[src/rtl/cpu_param.sv]
// Parametrised stripe CPU: two-phase fetch/execute core for a synchronous program ROM,
// with valid/ack input channels, strobed output channels, branches and HALT.
//
// state  | meaning
// FETCH  | rom_value is being read for pc (one cycle of ROM latency)
// EXEC   | decode and commit rom_value; stays here while IN waits for in_valid
// HALTED | core stopped, all state frozen until reset
module cpu_param #(
    parameter int DATA_W = 8,
    parameter int NREGS  = 4,
    parameter int NIN    = 2,
    parameter int NOUT   = 2,
    parameter int ADDR_W = 8,
    localparam int RW     = $clog2(NREGS),
    localparam int MAXCH  = (NIN > NOUT) ? ((NIN > 2) ? NIN : 2) : ((NOUT > 2) ? NOUT : 2),
    localparam int CW     = $clog2(MAXCH),
    localparam int INSN_W = 3 + 3*RW + DATA_W
) (
    input  logic                   clk,
    input  logic                   rst_n,
    input  logic [INSN_W-1:0]      rom_value,
    input  logic [NIN*DATA_W-1:0]  inputs,
    input  logic [NIN-1:0]         in_valid,
    output logic [NIN-1:0]         in_ack,
    output logic [NOUT*DATA_W-1:0] outputs,
    output logic [NOUT-1:0]        out_valid,
    output logic                   halt,
    output logic [ADDR_W-1:0]      pc,
    output logic [ADDR_W-1:0]      rom_address,
    output logic [NREGS*DATA_W-1:0] regs
);

    localparam logic [1:0] FETCH  = 2'd0;
    localparam logic [1:0] EXEC   = 2'd1;
    localparam logic [1:0] HALTED = 2'd2;

    localparam logic [2:0] OP_IN   = 3'd0;
    localparam logic [2:0] OP_OUT  = 3'd1;
    localparam logic [2:0] OP_MATH = 3'd2;
    localparam logic [2:0] OP_IMM  = 3'd3;
    localparam logic [2:0] OP_JMP  = 3'd4;
    localparam logic [2:0] OP_BEQZ = 3'd5;
    localparam logic [2:0] OP_BNEZ = 3'd6;
    localparam logic [2:0] OP_HALT = 3'd7;

    logic [1:0]        state;
    logic [DATA_W-1:0] rf   [NREGS];
    logic [DATA_W-1:0] outq [NOUT];

    logic [2:0]        op;
    logic [RW-1:0]     rd, rs1, rs2;
    logic [DATA_W-1:0] imm;
    logic [CW-1:0]     ch;
    logic [DATA_W-1:0] a, b, alu;
    logic              in_hit, in_rdy, stall, take;
    logic [DATA_W-1:0] in_data;
    logic [NIN-1:0]    ack_vec;
    logic [ADDR_W-1:0] pc_next;

    assign op  = rom_value[2:0];
    assign rd  = rom_value[3 +: RW];
    assign rs1 = rom_value[3 + RW +: RW];
    assign rs2 = rom_value[3 + 2*RW +: RW];
    assign imm = rom_value[3 + 3*RW +: DATA_W];
    assign ch  = rs2[CW-1:0];
    assign a   = rf[rs1];
    assign b   = rf[rs2];

    // A channel outside 0..NIN-1 never matches, so IN reads 0 and never stalls
    always_comb begin
        in_hit  = 1'b0;
        in_rdy  = 1'b0;
        in_data = '0;
        ack_vec = '0;
        for (int c = 0; c < NIN; c++) begin
            if (ch == CW'(c)) begin
                in_hit     = 1'b1;
                in_rdy     = in_valid[c];
                in_data    = inputs[c*DATA_W +: DATA_W];
                ack_vec[c] = in_valid[c];
            end
        end
    end

    always_comb begin
        case (imm[1:0])
            2'd0:    alu = a + b;
            2'd1:    alu = a - b;
            2'd2:    alu = a & b;
            default: alu = a ^ b;
        endcase
    end

    always_comb begin
        case (op)
            OP_JMP:  take = 1'b1;
            OP_BEQZ: take = (a == '0);
            OP_BNEZ: take = (a != '0);
            default: take = 1'b0;
        endcase
    end

    assign stall   = (op == OP_IN) && in_hit && !in_rdy;
    assign pc_next = take ? imm[ADDR_W-1:0] : pc + ADDR_W'(1);

    always_ff @(posedge clk) begin
        if (!rst_n) begin
            state     <= FETCH;
            pc        <= '0;
            halt      <= 1'b0;
            in_ack    <= '0;
            out_valid <= '0;
            for (int r = 0; r < NREGS; r++) rf[r] <= '0;
            for (int c = 0; c < NOUT; c++) outq[c] <= '0;
        end else begin
            in_ack    <= '0;
            out_valid <= '0;
            case (state)
                FETCH: state <= EXEC;
                EXEC: begin
                    if (op == OP_HALT) begin
                        halt  <= 1'b1;
                        state <= HALTED;
                    end else if (!stall) begin
                        pc    <= pc_next;
                        state <= FETCH;
                        case (op)
                            OP_IN: begin
                                rf[rd] <= in_data;
                                in_ack <= ack_vec;
                            end
                            OP_OUT: begin
                                for (int c = 0; c < NOUT; c++) begin
                                    if (ch == CW'(c)) begin
                                        outq[c]      <= a;
                                        out_valid[c] <= 1'b1;
                                    end
                                end
                            end
                            OP_MATH: rf[rd] <= alu;
                            OP_IMM:  rf[rd] <= imm;
                            default: ;
                        endcase
                    end
                end
                default: ;
            endcase
        end
    end

    assign rom_address = pc;

    for (genvar r = 0; r < NREGS; r++) begin : g_regs
        assign regs[r*DATA_W +: DATA_W] = rf[r];
    end
    for (genvar c = 0; c < NOUT; c++) begin : g_outs
        assign outputs[c*DATA_W +: DATA_W] = outq[c];
    end

endmodule

[config.mk]
export PLATFORM = sky130hd
export DESIGN_NAME = cpu_param
export DESIGN_NICKNAME = d
export VERILOG_FILES = /design/src/rtl/cpu_param.sv
export SDC_FILE = /design/constraint.sdc
export NUM_CORES = 1
export LEC_CHECK = 0
export CORE_UTILIZATION = 23
export DETAILED_ROUTE_END_ITERATION = 7
export PLACE_DENSITY = 0.46
export RECOVER_POWER = 100
export SETUP_SLACK_MARGIN = 0.2
export SKIP_LAST_GASP = 1
export SYNTH_ARGS = -nofsm -noshare
export SYNTH_HDL_FRONTEND = slang
export SYNTH_SLANG_ARGS = --single-unit
[constraint.sdc]
create_clock -name clk -period 3.2 [get_ports clk]
set_input_delay 0.32 -clock clk [delete_from_list [all_inputs] [get_ports clk]]
set_output_delay 0.32 -clock clk [all_outputs]
set_load 0.01 [all_outputs]
======== Word level (Yosys, flattened, before mapping) ========
Memories as Yosys holds them, arrays and structs flattened.
Index checks and enable logic that the tools add are counted.
cells by class
  add/subtract/negate cells ............... 3
  equality and inequality tests ........... 11
  muxes and demuxes ....................... 48
  bitwise logic cells ..................... 13
  reduce and logical (&&, ||, !) cells .... 15
operator list
  operator                                                          number
  8-bit 2-to-1 mux                                                  7
  1-bit 2-to-1 mux                                                  35
  8-bit case mux with 3 select lines                                1
  3-bit == test (second input constant)                             4
  6-bit OR reduction                                                2
  8-bit by 1-bit adder with 8-bit output (second input constant)    1
  8-bit adder                                                       1
  8-bit bitwise AND                                                 1
  8-bit zero test                                                   1
  8-bit nonzero test                                                1
  8-bit OR reduction                                                1
  8-bit subtractor                                                  1
  8-bit XOR                                                         1
  1-bit NOT                                                         7
  3-bit by 2-bit == test with 1-bit output (second input constant)  2
  2-bit 2-to-1 mux                                                  3
  5-bit OR reduction                                                1
  2-bit by 1-bit == test with 1-bit output (second input constant)  2
  2-bit zero test                                                   2
  1-bit bitwise OR                                                  4
  2-bit case mux with 2 select lines                                1
  2-bit AND reduction                                               2
  3-bit by 1-bit == test with 1-bit output (second input constant)  1
  3-bit zero test                                                   1
  7 further kinds                                                   7
word-level totals
  register bits after elaboration ......... 15
  bits in writable memories ............... 48
  input bits .............................. 37
  output and inout port bits .............. 69
  logic and storage cells ................. 98
  memories ................................ 2
memories
  name  depth  bits a word  read ports  clocked after memory_dff  wr ports  line  source
  rf    4      8            6           0                         4         47    logic [DATA_W-1:0] rf [NREGS];
  outq  2      8            2           0                         2         48    logic [DATA_W-1:0] outq [NOUT];

======== Longest topological paths before layout ========
  depth after elaboration ................. 12
  depth in mapped cells ................... 15
  depth with buffers taken out ............ 14

======== Worst setup path after synthesis ========
No wires, ideal clock.
  kind .................................... input -> register
  start point ............................. input port rom_value[7]
  end point ............................... memory rf[1][7] (data pin)
  library setup time ...................... 0.263 ns
  arrival time ............................ 3.065 ns
  data required time ...................... 2.937 ns
  path slack .............................. -0.128 ns
  stages .................................. 14
  path buffers ............................ 1
  cells stage by stage .................... buf_2 mux4_2 inv_1 ha_1 nor3b_1 nor2_1 xnor2_1 ha_1 or3_1 o32ai_1 xnor2_1 xnor2_1 a21oi_1 nor2_1
RTL lines
  item             line  source
  start, declared  21    input logic [INSN_W-1:0] rom_value,
  end, declared    47

==> flow_summary.json <==
{
  "synth.most_common_cell": "edfxtp_1",
  "io_pins": 106,
  "power.switching_mw": 0.723,
  "drt_first_pass_iters": 5,
  "clock_path_buffers": 2,
  "track_usage_pct": 14.8,
  "ys.flop_type": "edfxtp_1",
  "cp-end-kind": "register",
  "remaining_drc_errors": 0,
  "htreeDepth": 3,
  "slew_headroom_pct": 53.5,
  "seq_power_share_pct": 34.5,
  "grt_pass1_wl_um": 19600,
  "setup_ws_ps": -50.5,
  "hold_start": "halt",
  "cts_buffers": 9,
  "nFillCells": 1658,
  "grt_max_degree": 20,
  "diodes": 0,
  "synth-async-reset-ratio_pct": 0,
  "hold_viol_final": 0,
  "synthCells": 357,
  "status": "finished with violations",
  "antenna_found_initial": 0,
  "synth.yosys.seq_area_share_pct": 44.6,
  "drv_slew": 0,
  "cts_tree": "done",
  "worstPathArrival_ps": 3330,
  "clk_pin_slew_ps": 60,
  "required_ps": 3280,
  "whs_ps": 462,
  "rr_worst_depth": 12,
  "area_growth_pct": 64.0,
  "synth_edf_count": 48,
  "pre_cts_slack_ps": -727,
  "critPathLaunchType": "register",
  "min_path_type": "register to register",
  "place_area_sq_um": 5750,
  "via_count": 3531,
  "die-area_sq_um": 17500,
  "synth_cell_types": 56,
  "synthTopCellsByArea": "edfxtp_1 37%, mux4_2 8.1%, dfxtp_1 7.7%",
  "r2r_slack_ps": -50,
  "routabilityCongestion": 0.801,
  "start_util_pct": 23.6,
  "chipHeight_um": 132,
  "ys_seq_elements": 63,
  "finalCritPeriodShare_pct": 102,
  "drive_above_1_share_pct": 30.9,
  "r2r-end": "rf[0][7]",
  "die_w_um": 132,
  "clock_power_share_pct": 37.8,
  "ant_nets": 0,
  "synth_common_cells": "48 x edfxtp_1, 37 x nor2_1, 22 x nand2_1, 19 x inv_1, 17 x ha_1",
  "fin_crit_ps": 3250,
  "final_net_count": 604,
  "synth_top_area_share_pct": 36.9,
  "io_buffers": 105,
  "cts_root_buf": "clkbuf_16",
  "whs_endpoint": "halt",
  "max_clock_freq_ghz": 0.308,
  "dpl.hpwl_um": 9930,
  "cp_max_fo": 4,
  "rsz0062_at_grt": "yes",
  "reg2reg_from": "rf[2][0]",
  "drt-total-wl_um": 12800,
  "violations": "setup timing",
  "drt-initial-drc-count": 125,
  "routedWlPerCell_um": 16.5,
  "finalSetupViolations": 12,
  "fp.coreArea_sq_um": 16600,
  "rows": 47,
  "synthesis.area_sq_um": 3910,
  "internal_power_mw": 2.00,
  "final_area_sq_um": 6410,
  "tightest_slew_ps": 696,
  "cap_violations": 0,
  "yosysTopAreaCell": "edfxtp_1",
  "p_comb_share_pct": 27.6,
  "yosys_warnings": 0,
  "grt_pass1_vias": 3550,
  "ir_drop_mv": 0.263,
  "clk_latency_ps": 340,
  "pwr_density_cell_nw_per_um2": 424,
  "hold_depth": 1,
  "swShare_pct": 26.6,
  "grt_overflow": 0,
  "synth.net_count": 412,
  "clkSinkCount": 63,
  "finalPower_mw": 2.72,
  "postSynthAreaPerCell_sq_um": 10.9,
  "timing.setup.tns_ps": -354,
  "vias_per_cell": 4.56,
  "ctsHoldBuffers": 0,
  "skew_ps": 10.3,
  "path_class": "register to register",
  "leakage_nw": 2.65
}
## worst max-delay path by stage
stage                      start        to  slack, ps
global placement    rom_value[7]  rf[0][4]       -710
finish                  rf[2][0]  rf[0][7]        -50
global route            rf[3][0]  rf[0][7]       -190
CTS                     rf[3][0]  rf[2][4]        -40
detailed placement  rom_value[7]  rf[0][5]       -730
floorplan           rom_value[7]  rf[0][7]        170
## kinds of logic after synthesis
kind of cell	Yosys count	synth area share, %
simple gates	127	17.1
fa+ha+maj	18	5.95
compound gates	60	10.3
buf+inv	45	5.47
xor+xnor	9	2.02
flops	63	44.6
mux	35	14.5
## what timing repair did
action | in CTS | in global routing
resized for setup | 14 | 39
endpoints found under the setup margin | 28 | 27
pin swaps | 19 | 30
buffers inserted | 15 | 10
## flip-flops by register name (all words and copies together), names as in the netlist
| name | cells |
|---|---|
| rf | 32 |
| outq | 16 |
| pc | 8 |
| in_ack | 2 |
| out_valid | 2 |
| state | 2 |
| halt | 1 |
## cells in the final DEF (no fill, tap or decap), types with 3 or more instances in the layout
cell type and count:
mux4_2 15, clkdlybuf4s50_1 30, a21oi_2 5, buf_4 79
nor2_1 33, xnor2_1 6, a31oi_1 9, clkbuf_16 9
ha_1 14, nand3_1 11, dlygate4sd3_1 72, nand3b_1 3
o21ai_2 3, nor3_1 4, nor3_2 6, nor2_2 4
mux2i_1 14, a21oi_1 7, buf_6 7, o21ai_0 5
nand2b_1 7, or4_1 3, o21a_1 5, edfxtp_1 48
and2_0 8, inv_2 4, clkinv_1 3, nand2_1 21
inv_1 15, nor2b_1 6, nor3b_1 4, dfxtp_1 15
buf_12 5, clkbuf_1 8, and3_1 5
## cell type report
class	instances	area (sq um)	share of cell area [%]
Sequential cell	63	1740	27.2
Clock buffer	9	225	3.51
Timing Repair Buffer	206	1870	29.2
Multi-Input combinational cell	249	2140	33.3
Clock inverter	7	87.6	1.37
Inverter	20	75.1	1.17
Tap cell	220	275	4.29
## critical path, cell delays in order (launching register included)
cell and delay [ps]:
edfxtp_1 400, mux4_2 540, buf_6 150, nor3_4 260
a21oi_2 110, xnor2_2 150, ha_2 180, or3_4 330
o32ai_4 260, xnor2_1 160, xnor2_1 100, a21oi_2 260
nor2_1 80
## stage by stage
stage | utilization, % | std cells
final | 38.7 | 774
after floorplan | - | 357
after global routing | 38.7 | 774
after global placement | 34.7 | 733
after detailed placement | 34.7 | 733
after CTS | 37.5 | 764
## per-layer routing
metal  part of all wire [%]  routed length, um  global-route usage, %  vias up
li1                       -                  -                      -     1712
met1                     45               5690                   18.0     1704
met2                     50               6350                   25.0      100
met3                    4.6                582                   4.27       15
met4                    1.2                153                   4.60        0
met5                      0                  0                      0        -
## power by group through the flow
stage / Combinational [mW] / Sequential [mW] / Clock, mW
final: 0.751 / 0.940 / 1.03
after global routing: 0.812 / 0.945 / 1.08
after CTS: 0.694 / 0.941 / 1.05
after detailed placement: 0.651 / 0.958 / 0
after global placement: 0.649 / 0.959 / 0
after floorplan: 0.332 / 0.969 / 0
(Power assumes the default switching activity.)
